**src/rtl/dds_pkg.sv**
```systemverilog
// Shared definitions for the DDS waveform generator: mode encodings, mid-scale helper
// and the elaboration-time quarter-sine table generator.
package dds_pkg;

  typedef enum logic [1:0] {
    DDS_SINE = 2'b00,
    DDS_TRI  = 2'b01,
    DDS_SQR  = 2'b10,
    DDS_DC   = 2'b11
  } dds_mode_e;

  localparam longint PI_Q28 = 64'sd843314857;

  function automatic int unsigned mid(input int unsigned out_w);
    return 32'd1 << (out_w - 32'd1);
  endfunction

  // round((2^mag_w-1)*sin(pi/2*(idx+0.5)/2^lut_aw)) via a Q28 Taylor series
  function automatic longint sine_entry(input longint idx, input longint lut_aw,
                                        input longint mag_w);
    longint x, x2, term, acc, full;
    x    = (PI_Q28 * (2 * idx + 1)) >>> (lut_aw + 2);
    x2   = (x * x) >>> 28;
    term = x;
    acc  = x;
    for (int unsigned k = 1; k <= 7; k++) begin
      term = ((term * x2) >>> 28) / (longint'(2 * k) * longint'(2 * k + 1));
      acc  = (k % 2 == 1) ? acc - term : acc + term;
    end
    full = (longint'(1) <<< mag_w) - 1;
    return (full * acc + (longint'(1) <<< 27)) >>> 28;
  endfunction

endpackage

```
**src/rtl/dds_quarter_lut.sv**
```systemverilog
// Registered quarter-wave sine ROM; contents are fixed at elaboration.
module dds_quarter_lut import dds_pkg::*; #(
  parameter int unsigned AW = 6,
  parameter int unsigned DW = 7
) (
  input  logic          clk_i,
  input  logic [AW-1:0] addr_i,
  output logic [DW-1:0] data_o
);

  localparam int unsigned DEPTH = 1 << AW;

  logic [DW-1:0] rom [DEPTH];
  logic [DW-1:0] data_q;

  for (genvar i = 0; i < DEPTH; i++) begin : g_rom
    localparam longint Val = sine_entry(longint'(i), longint'(AW), longint'(DW));
    assign rom[i] = DW'(Val);
  end

  always_ff @(posedge clk_i) begin
    data_q <= rom[addr_i];
  end

  assign data_o = data_q;

endmodule

```
**src/rtl/dds_wave_gen.sv**
```systemverilog
// Phase-accumulator DDS: wrap-synchronised tuning word, phase offset, quarter-wave folding,
// four waveform modes and amplitude scaling, offset-binary output with per-period sync.
module dds_wave_gen import dds_pkg::*; #(
  parameter int unsigned PHASE_W = 16,
  parameter int unsigned LUT_AW  = 6,
  parameter int unsigned OUT_W   = 8,
  parameter int unsigned AMP_W   = 8
) (
  input  logic               clk,
  input  logic               rst,
  input  logic               en,
  input  logic [PHASE_W-1:0] ftw,
  input  logic               ftw_load,
  input  logic [PHASE_W-1:0] phase_off,
  input  logic [1:0]         mode,
  input  logic [AMP_W-1:0]   amp,
  output logic [OUT_W-1:0]   wave_out,
  output logic               wave_valid,
  output logic               sync_pulse
);

  localparam int unsigned MAG_W = OUT_W - 1;
  localparam int unsigned PH_W  = LUT_AW + 2;
  localparam int unsigned PH_SH = PHASE_W - PH_W;
  localparam logic [OUT_W-1:0] MID    = OUT_W'(mid(OUT_W));
  localparam logic [OUT_W-1:0] MID_LO = OUT_W'(mid(OUT_W) - 32'd1);

  logic [PHASE_W-1:0] acc_q, acc_d;
  logic [PHASE_W-1:0] ftw_act_q, ftw_act_d;
  logic [PHASE_W-1:0] ftw_sh_q, ftw_sh_d;
  logic               pend_q, pend_d;
  logic [PHASE_W:0]   sum;
  logic               wrap;
  logic [PH_W-1:0]    ph_d;

  logic [PH_W-1:0]    ph_a_q;
  dds_mode_e          mode_a_q;
  logic [AMP_W-1:0]   amp_a_q;
  logic               vld_a_q, wrap_a_q;

  logic [1:0]         quad;
  logic [LUT_AW-1:0]  fold_a, addr;
  logic [MAG_W-1:0]   tri_mag;

  logic [MAG_W-1:0]   tri_b_q;
  logic               sign_b_q;
  dds_mode_e          mode_b_q;
  logic [AMP_W-1:0]   amp_b_q;
  logic               vld_b_q, wrap_b_q;
  logic [MAG_W-1:0]   rom_data;

  logic [MAG_W-1:0]   mag;
  logic [MAG_W-1:0]   scaled;
  logic [OUT_W-1:0]   wave_q, wave_d;
  logic               vld_q, sync_q;

  // S0: accumulator and tuning-word shadow
  assign sum  = {1'b0, acc_q} + {1'b0, ftw_act_q};
  assign wrap = en & sum[PHASE_W];
  assign ph_d = PH_W'((acc_q + phase_off) >> PH_SH);

  always_comb begin
    acc_d     = en ? sum[PHASE_W-1:0] : acc_q;
    ftw_sh_d  = ftw_sh_q;
    ftw_act_d = ftw_act_q;
    pend_d    = pend_q;
    // A zero tuning word never wraps, so a pending update must not wait for one
    if (ftw_load) begin
      ftw_sh_d = ftw;
      pend_d   = 1'b1;
    end else if (pend_q && (wrap || ftw_act_q == '0)) begin
      ftw_act_d = ftw_sh_q;
      pend_d    = 1'b0;
    end
  end

  // S1: quadrant fold into the quarter-wave address
  assign quad   = ph_a_q[PH_W-1 -: 2];
  assign fold_a = ph_a_q[LUT_AW-1:0];
  assign addr   = quad[0] ? ~fold_a : fold_a;

  if (LUT_AW >= MAG_W) begin : g_tri_trunc
    assign tri_mag = addr[LUT_AW-1 -: MAG_W];
  end else begin : g_tri_ext
    assign tri_mag = {{(MAG_W - LUT_AW){1'b0}}, addr};
  end

  dds_quarter_lut #(
    .AW (LUT_AW),
    .DW (MAG_W)
  ) u_lut (
    .clk_i  (clk),
    .addr_i (addr),
    .data_o (rom_data)
  );

  // S3: magnitude select, scaling and offset-binary mapping
  always_comb begin
    case (mode_b_q)
      DDS_SINE: mag = rom_data;
      DDS_TRI:  mag = tri_b_q;
      DDS_SQR:  mag = '1;
      default:  mag = '0;
    endcase
  end

  assign scaled = MAG_W'(({{AMP_W{1'b0}}, mag} * {{MAG_W{1'b0}}, amp_b_q}) >> AMP_W);

  always_comb begin
    wave_d = wave_q;
    if (vld_b_q) begin
      if (mode_b_q == DDS_DC) wave_d = MID;
      else if (sign_b_q)      wave_d = MID_LO - {1'b0, scaled};
      else                    wave_d = MID + {1'b0, scaled};
    end
  end

  always_ff @(posedge clk or negedge rst) begin
    if (!rst) begin
      acc_q     <= '0;
      ftw_act_q <= '0;
      ftw_sh_q  <= '0;
      pend_q    <= 1'b0;
      ph_a_q    <= '0;
      mode_a_q  <= DDS_SINE;
      amp_a_q   <= '0;
      vld_a_q   <= 1'b0;
      wrap_a_q  <= 1'b0;
      tri_b_q   <= '0;
      sign_b_q  <= 1'b0;
      mode_b_q  <= DDS_SINE;
      amp_b_q   <= '0;
      vld_b_q   <= 1'b0;
      wrap_b_q  <= 1'b0;
      wave_q    <= MID;
      vld_q     <= 1'b0;
      sync_q    <= 1'b0;
    end else begin
      acc_q     <= acc_d;
      ftw_act_q <= ftw_act_d;
      ftw_sh_q  <= ftw_sh_d;
      pend_q    <= pend_d;
      ph_a_q    <= ph_d;
      mode_a_q  <= dds_mode_e'(mode);
      amp_a_q   <= amp;
      vld_a_q   <= en;
      wrap_a_q  <= wrap;
      tri_b_q   <= tri_mag;
      sign_b_q  <= quad[1];
      mode_b_q  <= mode_a_q;
      amp_b_q   <= amp_a_q;
      vld_b_q   <= vld_a_q;
      wrap_b_q  <= wrap_a_q;
      wave_q    <= wave_d;
      vld_q     <= vld_b_q;
      sync_q    <= vld_b_q & wrap_b_q;
    end
  end

  assign wave_out   = wave_q;
  assign wave_valid = vld_q;
  assign sync_pulse = sync_q;

endmodule
```
**config.mk**
```make
export PLATFORM = sky130hd
export DESIGN_NAME = dds_wave_gen
export DESIGN_NICKNAME = d
export VERILOG_FILES = /design/src/rtl/dds_pkg.sv /design/src/rtl/dds_quarter_lut.sv /design/src/rtl/dds_wave_gen.sv
export SDC_FILE = /design/constraint.sdc
export NUM_CORES = 1
export LEC_CHECK = 0
export ABC_AREA = 1
export CORE_MARGIN = 4
export CORE_UTILIZATION = 30
export CTS_CLUSTER_SIZE = 20
export DETAILED_ROUTE_END_ITERATION = 12
export PLACE_DENSITY = 0.52
export SLEW_MARGIN = 20
export SYNTH_ARGS = -nofsm -noshare
export SYNTH_HDL_FRONTEND = slang
export SYNTH_SLANG_ARGS = --single-unit
export TNS_END_PERCENT = 1
```
**constraint.sdc**
```tcl
create_clock -name clk -period 4.4 [get_ports clk]
set_input_delay 0.44 -clock clk [delete_from_list [all_inputs] [get_ports clk]]
set_output_delay 0.44 -clock clk [all_outputs]
set_load 0.02 [all_outputs]
```
# == After elaboration in Yosys (flattened, before gate mapping) ==
# Memory sizes are Yosys's and may differ from the RTL's. A register that Yosys moved wholly into a read port is not among the register bits.
# Index checks and enable logic that the tools add are counted.
# word_totals
reg_bits,98
romBits,448
input_bits,46
wordCells,44
mem_count,1
# mem_list
name,words,word_bits,rd,rd_clocked_by_memory_dff,write_ports,line_no,rtl
(no name shown),64,7,1,1,0,dds_quarter_lut.sv:22,data_q <= rom[addr_i];
# classes
addsub,4
multipliers,1
eq_ne,3
muxes,6
bitwise,5
n_reduce_logical,6
# op_table
cell,count
$pmux W7 S3,1
$add A16 B16 Y17,1
$add A16 B16 Y16,1
$logic_not A16 Y1,1
$mux W8,2
$mul A7 B8 Y15,1
$add A8 B7 Y8 const A,1
$sub A7 B7 Y8 const A,1
$not A6 Y7,1
$mux W6,1
$not A6 Y6,1
$eq A2 B2 Y1 const B,2
$and A1 B1 Y1,2
$eq A2 B1 Y1 const B,1
$logic_not A2 Y1,1
$mux W1,2
$reduce_and A2 Y1,1
$reduce_bool A2 Y1,1
$logic_and A1 B1 Y1,1
$logic_or A1 B1 Y1,1
$not A1 Y1,1

# == Longest topological paths before layout ==
# Gate-level depths: netlist of run 1.
# logic_depth
word_depth,6
mapped_depth,24
ltp_nobuf,24

# == By module ==
# From an unflattened synthesis of run 1, not the netlist that was laid out.
# hier_totals
cells_unflattened,932
area_unflattened_um2,7363.3
# modules_own_cells
mod,n_inst,cells_each,area_each_um2,seq_area_each_um2
dds_wave_gen,1,802,6590.1,2453.6
dds_quarter_lut,1,130,773.2,140.1

# == Least setup slack after synthesis of run 1 ==
# OpenSTA, ideal clock, no wires.
# synth_timing
kind,register to register
startpoint,register mode_b_q[0]
endpoint,"register wave_q[3], in the netlist wave_out[3]"
setup_ns,0.083
arrival_time_ns,4.322
path_slack_ns,-0.005
stages_incl_launch_ff,24
n_path_buf,1
path_cell_list,dfrtp_1 -> buf_2 -> nor2_2 -> inv_1 -> o21ai_1 -> nor2_1 -> fa_1 -> inv_1 -> fa_1 -> inv_1 -> fa_1 -> inv_1 -> fa_1 -> inv_1 -> ha_1 -> nand2_1 -> inv_1 -> nand2_1 -> a21oi_1 -> nor3_1 -> nand2_1 -> nand2_1 -> nand2_1 -> o21ai_0
# synth_via
elab_chain_cells,6
word_cells_on_any_way,10
cone_classes,2 x add/sub; 1 x mul; 3 x eq/ne; 3 x mux; 1 x reduce/logical
# synth_rtl
item,line_no,rtl
"start, declared",dds_wave_gen.sv:47,dds_mode_e mode_b_q;
"start signal, assigned",dds_wave_gen.sv:150,mode_b_q <= mode_a_q;
$eq A2 B2 Y1 (tied with other cells),dds_wave_gen.sv:99,case (mode_b_q)
$pmux W7 S3,dds_wave_gen.sv:99,
$mul A7 B8 Y15,dds_wave_gen.sv:107,"assign scaled = MAG_W'(({{AMP_W{1'b0}}, mag} * {{MAG_W{1'b0}}, amp_b_q}) >> AMP_W);"
$add A8 B7 Y8 / $sub A7 B7 Y8 (equally long branches),"dds_wave_gen.sv:114, dds_wave_gen.sv:113",
$mux W8,dds_wave_gen.sv:113,"else if (sign_b_q) wave_d = MID_LO - {1'b0, scaled};"
$mux W8 (*),dds_wave_gen.sv:112,if (mode_b_q == DDS_DC) wave_d = MID;
"end signal, assigned",dds_wave_gen.sv:154,wave_q <= wave_d;
"end, declared",dds_wave_gen.sv:54,"logic [OUT_W-1:0] wave_q, wave_d;"
# Mark *: on every way between the ends. The rest lies on a longest branch, timed or not.
# A chain may end at the register's enable or synchronous reset.

# == Worst setup path in the final report of run 1 ==
# layout_timing
startpoint,register mode_b_q[0]
endpoint,"register wave_q[6], in the netlist wave_out[6]"
# The elaborated chain is that of the path after synthesis.

==> flow_summary.toml, run 1 <==
[synthesis]
muxShareOfSynthArea_pct = 0
synthXorXnorAreaFrac_pct = 3.629
ys_seq_elements = 105
synth.largest_area_cell = "dfrtp_1"
synth-simple-area-share_pct = 25.06
ys_seq_area_share_pct = 35.83
syn_avg_cell_area_um2 = 8.008
syn_area_um2 = 7239
yosysWarnings = 0
synth_edf_count = 0
synth_ff_type = "dfrtp_1"
synth_fa_ha_area_share_pct = 19.77
synthArstFlopShare_pct = 93.33
synth_top_area_share_pct = 33.53
synth.area.top_cells = "dfrtp_1, nand2_1, ha_1"
synthCells = 904
synthesis.nets = 1047
synth_cell_types = 45
synth_top_family_by_area = "simple AND/OR/NAND/NOR gates"
synth_compound_area_share_pct = 9.316

[layout]
fillers = 2451
syn_to_final_growth_pct = 20.27
diodes = 0
final_cell_mix = "nand2_1, dfrtp_1, inv_1"
num-nets-final = 1113
layout_commonest_cell = "nand2_1"
layout-drive-gt1-share_pct = 9.641

[floorplan]
die_w_um = 163.3
core_um2 = 23610
rows = 56
start_util_pct = 30.66
io_pins = 56
dieArea_um2 = 26680
die_height_um = 163.3

[place]
gp_congestion = 0.8543
port_buffers = 55
hpwl_mm = 13.55

[route]
viasPerCell = 4.519
ant_nets = 0
num_vias = 5847
wl_per_cell_um = 13.15
drt_first_pass_iters = 5
totalWireLength_mm = 17.02
first_iter_violations = 228
drc = 0

[worst_setup_path]
path_class = "reg2reg"
arrival_ns = 4.50
ff2ff_path_depth = 20
r2r-start = "mode_b_q[0]$_DFF_PN0_"
worstReg2RegEnd = "wave_out[6]$_DFFE_PN0P_"
crit_path_start_kind = "flip-flop"
path_buf_inv = 4
critPathMaxStageDelay_ns = 0.55
rrSetupSlack_ns = 0.14
crit_required_ns = 4.64
cp_num_cells = 20
slowest_stage = "fa_1"
cp_cell_sequence = "nor2_2 > inv_2 > o21ai_4 > buf_6 > nor2_1 > fa_1 > fa_1 > fa_1 > inv_2 > fa_1 > inv_2 > ha_4 > nand2_1 > nand2_2 > a21oi_2 > o211a_1 > nand2_1 > nand2_1 > nand3_2 > nand2_1"
cp_max_fo = 5
endpoint_kind = "flip-flop"
critical-path-top-delay-family = "adder cells"

[power]
p_sw_uw = 3727
p_int_uw = 3737
report.power.total_uw = 7464
p_comb_share_pct = 67.5
pwr-share-clk_pct = 11.3
switching_share_pct = 49.93
p_per_area_nw_per_um2 = 857.3
p_leak_uw = 0.004410
pwr-share-seq_pct = 21.1
irDropWorstVdd_mv = 0.5205

[grt]
grt_max_degree = 70
antenna_found_initial = 0
first_global_vias = 5702
grt_use_total_pct = 13.08
gr-total-overflow = 0
grt_pass1_wl_mm = 28.08

[clock_network]
clk_pin_slew_worst_paths_ns = 0.09
clockBufferDepth = 2
cts_max_level = 3
cts_root_buf = "clkbuf_16"
numCtsBuffers = 9
clk_latency_ns = 0.36
clock_sinks = 105
cts_hold_buf = 0
cts_tree = "yes"

[sta]
max_slew_margin_pct = 33.88
fin_skew_ns = 0.009941
tns_ns = 0
setup_viol = 0
worst_pin_slew_ns = 0.9918
rsz0062_at_grt = "yes"
fin_crit_ns = 4.255
fmax_ghz = 0.2350
finalHoldViolCount = 0
drv_slew = 0
fin_crit_sh_pct = 96.72

[hold_path]
hp-class = "in2async"

[flow_run]
max-cap-violations = 0

[outcome]
outcome = "completed"
## how the worst max path moves through the flow
stage | from | endpoint | slack (ns)
final | mode_b_q[0]$_DFF_PN0_ | wave_out[6]$_DFFE_PN0P_ | 0.14
after global routing | mode_b_q[0]$_DFF_PN0_ | wave_out[6]$_DFFE_PN0P_ | -0.05
after CTS | mode_b_q[1]$_DFF_PN0_ | wave_out[3]$_DFFE_PN0P_ | 0.01
after detailed placement | mode_b_q[1]$_DFF_PN0_ | wave_out[3]$_DFFE_PN0P_ | -0.04
after global placement | mode_b_q[1]$_DFF_PN0_ | wave_out[3]$_DFFE_PN0P_ | 0.09
after floorplan | mode_b_q[0]$_DFF_PN0_ | wave_out[3]$_DFFE_PN0P_ | 0.02
## synthesized netlist by cell type (5+ instances only)
| library cell | instances |
|---|---|
| ha_1 | 68 |
| dfrtp_1 | 97 |
| nor2_1 | 72 |
| a21oi_1 | 51 |
| nand2_2 | 5 |
| nand4_1 | 5 |
| nand3_1 | 52 |
| or2_2 | 6 |
| inv_1 | 96 |
| nor4_1 | 5 |
| nor3_1 | 6 |
| xnor2_1 | 13 |
| dfxtp_1 | 7 |
| xor2_1 | 17 |
| o21ai_0 | 44 |
| clkbuf_1 | 9 |
| fa_1 | 29 |
| nand2_1 | 272 |
## per-layer routing
metal | share of wire [%] | vias to the layer above | GRT usage, %
met4 | 1.1 | 0 | 2.859
met1 | 45 | 2712 | 16.81
met2 | 51 | 82 | 23.02
met5 | 0 | - | 0
li1 | - | 3042 | -
met3 | 3.1 | 11 | 2.347
## final cells by class
cell class	instances	area, um^2	area share [%]
flip-flops and latches	105	2594	29.79
repair buffers	72	683.2	7.846
clock buffers	9	225.2	2.587
well taps	319	399.1	4.584
inverters	100	375.4	4.311
clock inverters	7	88.84	1.020
multi-input cells	682	4342	49.86
## power by group through the flow
stage | Sequential [uW] | Clock [uW] | Combinational (uW)
global route | 1630 | 921 | 5760
CTS | 1590 | 881 | 4550
floorplan | 1520 | 0 | 3550
global placement | 1610 | 0 | 4520
detailed placement | 1610 | 0 | 4510
finish | 1580 | 846 | 5040
## worst register-to-register path, delay by kind of cell, from the launching register on
family | cells | cell delay [ns]
simple gates | 8 | 0.61
fa+ha+maj | 5 | 2.35
flops | 1 | 0.43
compound gates | 3 | 0.46
buf+inv | 4 | 0.31
## what timing repair did
| action | CTS | global route |
|---|---|---|
| endpoints found under the setup margin | 1 | 7 |
| endpoints found under the hold margin | 0 | 0 |
| pin swaps | 0 | 26 |
| buffers inserted | 0 | 7 |
| resized for setup | 2 | 42 |
| cloned | 0 | 0 |
## sequential cells by signal, indices dropped and copies added, names as in the netlist
signal        flops
wave_valid        1
pend_q            1
wrap_b_q          1
acc_q            16
sync_pulse        1
amp_a_q           8
sign_b_q          1
amp_b_q           8
tri_b_q           6
ftw_sh_q         16
ph_a_q            8
vld_b_q           1
mode_b_q          2
ftw_act_q        16
wrap_a_q          1
wave_out          8
mode_a_q          2
u_lut.data_o      7
vld_a_q           1
## kinds of logic (layout without fill, tap and decap cells)
kind of cell,count (synthesis),count (layout)
AO/OA/AOI/OAI,121,121
adder cells (fa/ha/maj),97,97
buffers and inverters,117,188
AND/OR/NAND/NOR,434,434
flip-flops,105,105
XOR/XNOR,30,30
## through the flow
step	utilization [%]	area, um^2	hold slack (ns)	setup slack (ns)	std cells
6_report	36.87	8707	0.1966	0.1445	1294
5_1_grt	36.87	8707	0.2529	-0.05422	1294
4_1_cts	35.96	8492	0.2249	0.01421	1287
3_5_place_dp	34.63	8178	0.3347	-0.03549	1271
3_3_place_gp	34.63	8178	0.3347	0.09066	1271
2_1_floorplan	-	7243	0.1444	0.02341	904
No activity file was read; power rests on OpenSTA's default activity.
==> run 2, diff against run 1 <==
--- a/config.mk
+++ b/config.mk
@@ -10,6 +10,7 @@
 export CORE_UTILIZATION = 30
 export CTS_CLUSTER_SIZE = 20
 export DETAILED_ROUTE_END_ITERATION = 12
+export GPL_ROUTABILITY_DRIVEN = 0
 export PLACE_DENSITY = 0.52
 export SLEW_MARGIN = 20
 export SYNTH_ARGS = -nofsm -noshare
==> results of run 2 <==
The final DEF is identical to that of run 1; final timing and power are the same.
==> RTL edit 1 (settings of run 2) <==
Take the reset off `ftw_sh_q` and load it in a clocked block of its own.
--- a/src/rtl/dds_wave_gen.sv
+++ b/src/rtl/dds_wave_gen.sv
@@ -119,7 +119,6 @@
     if (!rst) begin
       acc_q     <= '0;
       ftw_act_q <= '0;
-      ftw_sh_q  <= '0;
       pend_q    <= 1'b0;
       ph_a_q    <= '0;
       mode_a_q  <= DDS_SINE;
@@ -138,7 +137,6 @@
     end else begin
       acc_q     <= acc_d;
       ftw_act_q <= ftw_act_d;
-      ftw_sh_q  <= ftw_sh_d;
       pend_q    <= pend_d;
       ph_a_q    <= ph_d;
       mode_a_q  <= dds_mode_e'(mode);
@@ -157,6 +155,10 @@
     end
   end
 
+  always_ff @(posedge clk) begin
+    ftw_sh_q <= ftw_sh_d;
+  end
+
   assign wave_out   = wave_q;
   assign wave_valid = vld_q;
   assign sync_pulse = sync_q;
Check against the original RTL: same outputs for any inputs over 4 cycles, from zero or initial values and one cycle with rst low; that may be too few to reach the edited logic, so the function may still have changed.
==> RTL edit 1 against run 2 <==
Area after synthesis down 1.8%; power up 0.37%; clock power down 3.9%; cell area down 0.14%; count of clock-buffer cells in the layout unchanged; fmax down 0.60%; sequential cell count unchanged; worst setup slack worse by 26 ps; synthesized cell count down 6.9%; wire length down 1.6%; non-clock buffer count up 11; sequential share of layout area up 0.96 points; largest power group unchanged; highest routed layer unchanged.
==> RTL edit 1: results (changes against run 2) <==
GRT
  • Initial antenna violation count: 0 (unchanged)
  • All-layer global routing usage: 0.133 (+0.00231)
  • Vias in the first global route: 5,704 (+0.035%)
  • Largest net degree at the start of global routing: 46 (-34%)
  • First-pass GRT wire length: 28.2 mm (+0.32%)

Routing
  • Routed len/inst: 13.4 µm (+2.0%)
  • Routed vias/inst: 4.51 (-0.22%)
  • Number of DRC markers in iteration 0: 331 (+45%)

Yosys
  • Top cells by count, synth: nand2_1 (212), inv_1 (91), dfrtp_1 (81), nor2_1 (75), ha_1 (68)
  • Synth Area in Adders: 0.201 (+0.00373)
  • Post-synth EDFFs: 16 (+16)
  • Synth Area in XOR/XNOR: 0.0317 (-0.00460)
  • Top post-synthesis cells by area: dfrtp_1 (29%), ha_1 (12%), nand2_1 (11%)
  • Post-synth ARST share: 0.781 (-0.152)
  • Synth Flop Type: dfrtp_1
  • Net count after synthesis: 985 (-5.9%)
  • Post-synthesis compound-gate area fraction: 0.110 (+0.0171)
  • Post-synthesis sequential area ratio: 0.376 (+0.0180)
  • Mux cell area share after synthesis: 0 (unchanged)
  • Avg Cell Area, Syn: 8.44 µm² (+5.4%)
  • Synth unique cells: 49 (+8.9%)

Critical path
  • Worst Path Arrival: 4530 ps (+30 ps)
  • Reg2Reg Depth: 19 (-5.0%)
  • Crit Path Max Fanout: 4 (-1)

STA
  • Max-slew headroom: 0.464 (+0.126)
  • Clock skew: 7.91 ps (-2.03 ps)

Placement
  • Placement Cell Area: 8160 µm² (-0.24%)
  • Post-detail-place hpwl: 13.3 mm (-1.9%)
  • Pre-CTS setup slack: -49.9 ps (-14.4 ps)

Clock network
  • Max Buffers Root-to-Sink: 2 (unchanged)
  • # H-tree levels: 3 (unchanged)

Finish
  • Nets: 1,067 (-4.1%)
  • Final-layout fill cell count: 2,450 (-0.041%)
  • Fin cells: 1,248 (-3.6%)
  • Inserted Diodes: 0 (unchanged)
  • Share of layout cells above drive strength 1: 0.121 (+0.0241)

Power
  • Leakage: 0.00423 µW (-4.0%)
  • Max IR drop VDD: 0.000593 V (+14%)

Die
  • Die Wd: 162 µm (-0.88%)

Outcome
  • Status: finished, final reports clean
RTL edit 1: cell count changes after synthesis, sizes merged, moves of 2 or more:
cell,delta
a31oi,+3
clkbuf,-4
dfrtp,-16
edfxtp,+16
inv,-3
nand2,-64
nand3,-4
nor2,+2
o21a,+3
o21bai,+2
or2,+2
xor2,-5
RTL edit 1: path summary, 6_finish.rpt:
path	startpoint	to	slack (ps)
setup / recovery	mode_b_q[1]$_DFF_PN0_	wave_out[3]$_DFFE_PN0P_	120
hold / removal	rst	ftw_act_q[6]$_DFFE_PN0P_	80
setup reg to reg	mode_b_q[1]$_DFF_PN0_	wave_out[3]$_DFFE_PN0P_	120
hold reg to reg	vld_a_q$_DFF_PN0_	vld_b_q$_DFF_PN0_	350
max in group asynchronous	rst	wave_out[7]$_DFFE_PN1P_	3380
min in group clk	vld_a_q$_DFF_PN0_	vld_b_q$_DFF_PN0_	350
RTL edit 1: worst reg2reg max path, stage by stage (launching register included):
cell	delay (ps)
dfrtp_1	430
nor2_2	150
inv_2	90
o21ai_4	200
nor2_2	60
fa_1	490
inv_2	40
fa_1	540
inv_2	40
fa_1	490
inv_1	50
fa_1	490
inv_2	50
ha_4	230
a21oi_1	220
nand2_1	110
a211oi_2	230
nand3_1	110
nand3_1	90
nand2_1	50
RTL edit 1: power breakdown:
group | internal (µW) | switching (µW) | total [µW]
Sequential | 1330 | 257 | 1580
Combinational | 2100 | 3000 | 5100
Clock | 403 | 409 | 813
RTL edit 1: layer usage:
metal	track usage	wire, µm	up-vias
met4	0.0388	346	0
met2	0.224	8040	77
met5	0	0	-
li1	-	-	2927
met3	0.0259	488	17
met1	0.175	7870	2606
RTL edit 1: stage by stage:
stage	util	power [µW]	hold WS, ps
6_report	0.372	7490	78.9
5_1_grt	0.372	8350	128
4_1_cts	0.362	6990	103
3_5_place_dp	0.349	6100	335
3_3_place_gp	0.349	6100	332
2_1_floorplan	-	5010	144
RTL edit 1: what timing repair did:
action                                  CTS  global route
endpoints found under the setup margin    3             7
pin swaps                                 1            27
setup buffers                             0             7
resized for setup                         3            52
RTL edit 1: layout make-up:
cell class,instances,area (µm²),area share
sequential,105,2670,0.308
clock buffer,9,225,0.0259
tap,319,399,0.0459
timing repair buffer,83,762,0.0876
inverter,98,368,0.0423
clock inverter,7,70.1,0.00806
multi-input combinational,627,4200,0.483
RTL edit 1: cells by family after synthesis:
| logic type | after synthesis |
|---|---|
| and+or+nand+nor | 371 |
| buffers and inverters | 110 |
| AOI/OAI and AO/OA | 135 |
| DFF | 105 |
| xor gates and xnor gates | 24 |
| adders and majority gates | 97 |
==> RTL edit 2 (flow settings as in run 2) <==
Made on the original files. Change the parameter `OUT_W` from 8 to 12.
--- a/src/rtl/dds_wave_gen.sv
+++ b/src/rtl/dds_wave_gen.sv
@@ -3,7 +3,7 @@
 module dds_wave_gen import dds_pkg::*; #(
   parameter int unsigned PHASE_W = 16,
   parameter int unsigned LUT_AW  = 6,
-  parameter int unsigned OUT_W   = 8,
+  parameter int unsigned OUT_W   = 12,
   parameter int unsigned AMP_W   = 8
 ) (
   input  logic               clk,
Interface: changed (resized wave_out); port bits go from 56 to 60. No check against the original RTL was run, so the function may have changed too.
==> RTL edit 2 against run 2 <==
The run now ends with negative setup slack left; worst setup slack lost 160 ps; non-clock buffer count rose by 72; cell area rose by 31%; area after synthesis up 22%; worst hold slack lost 50 ps; sequential cell count increased by 8; critical path depth grew 3; wire length rose by 34%; largest cell class unchanged; highest routed layer unchanged.
Power is left out: the tool's default activity adds up to more than one toggle a clock period on the data nets, which glitch-free logic cannot reach.
==> RTL edit 2: results (changes against run 2) <==
Yosys
  • Top post-synthesis cells by area: dfrtp_1 (29%), fa_1 (12%), nand2_1 (12%)
  • Post-synthesis sequential area ratio: 0.314 (-0.0445)
  • Synth unique cells: 49 (+8.9%)

GRT
  • Met2 Use GR: 0.256 (+0.0263)
  • All-layer global routing usage: 0.146 (+0.0148)
  • Met1 Track Usage GR: 0.180 (+0.0115)
  • First-pass GRT wire length: 39.2 mm (+40%)
  • Met3 usage: 0.0214 (-0.00204)

Finish
  • Share of layout cells above drive strength 1: 0.164 (+0.0679)
  • #MultiIn Comb: 815 (+20%)
  • FF+latch count: 113 (+7.6%)
  • Logic inverters: 162 (+62%)
  • Nets: 1,428 (+28%)
  • Signal buffers: 144 (+100%)

Critical path
  • Crit Path Max Fanout: 6 (+1)
  • Worst Path Arrival: 4720 ps (+220 ps)
  • Max stage delay on crit path: 520 ps (-30 ps)

Placement
  • PortBufs: 59 (+7.3%)
  • Cell count after placement: 1,606 (+26%)

Clock network
  • Clock latency on the worst-skew pair: 420 ps (+60 ps)
  • CTS Buf Count: 17 (+8)
  • Reg clk slew, reported paths: 60 ps (-30 ps)

Routing
  • DR vias: 7,748 (+33%)
  • Routed len/inst: 13.8 µm (+5.0%)
  • Met2 routed WL: 11.3 mm (+31%)

STA
  • Final setup vio count: 2 (+2)
  • Worst setup margin: -11.0 ps (-155 ps)

Outcome
  • Failing checks: negative setup slack
  • Status: complete, but fails checks
RTL edit 2: cell count changes in the layout (fill, tap and decap cells not counted), moves of 9 or more:
cell     change
o21ai_0      +9
buf_4       +65
inv_1       +52
nand3_1     -10
nor2_1      +32
fa_1        +23
a31oi_1      +9
RTL edit 2: repair_timing:
item,CTS,global route
gates cloned,0,0
setup endpoints to repair,11,11
hold buffers,0,0
gates resized for setup,65,15
pin swaps,58,9
setup buffers,11,1
RTL edit 2: through the flow:
stage	area, µm²	setup WS, ps	util	setup TNS (ps)	hold slack, ps
floorplan	8870	-33.1	-	-83.2	144
global placement	10400	-291	0.360	-1350	332
detailed placement	10400	-340	0.360	-2070	340
CTS	11300	-31.7	0.392	-65.6	176
global route	11400	-275	0.394	-1990	230
finish	11400	-11.0	0.394	-19.1	146
RTL edit 2: cell families after synthesis:
| kind of cell | after synthesis | synth area share |
|---|---|---|
| XOR/XNOR | 38 | 0.0453 |
| buffers and inverters | 183 | 0.0805 |
| AND/OR/NAND/NOR | 472 | 0.217 |
| AO/OA/AOI/OAI | 176 | 0.115 |
| adder cells (fa/ha/maj) | 129 | 0.228 |
| flip-flops | 113 | 0.314 |
RTL edit 2: worst reg2reg max path: stages, from the launching register on:
cell and delay (ps):
dfrtp_2 460, nor2_4 110, inv_2 60, o21a_1 190, inv_2 120, nor2_2 60, fa_1 480, inv_1 50
fa_1 510, inv_2 40, fa_1 520, inv_1 50, fa_1 480, inv_2 50, ha_4 290, nand2_4 70
nor4_4 270, nand2_1 100, nand2_2 120, nand2_2 70, nand2_1 60, nand2_1 40, nand3_1 50, nand2_1 60
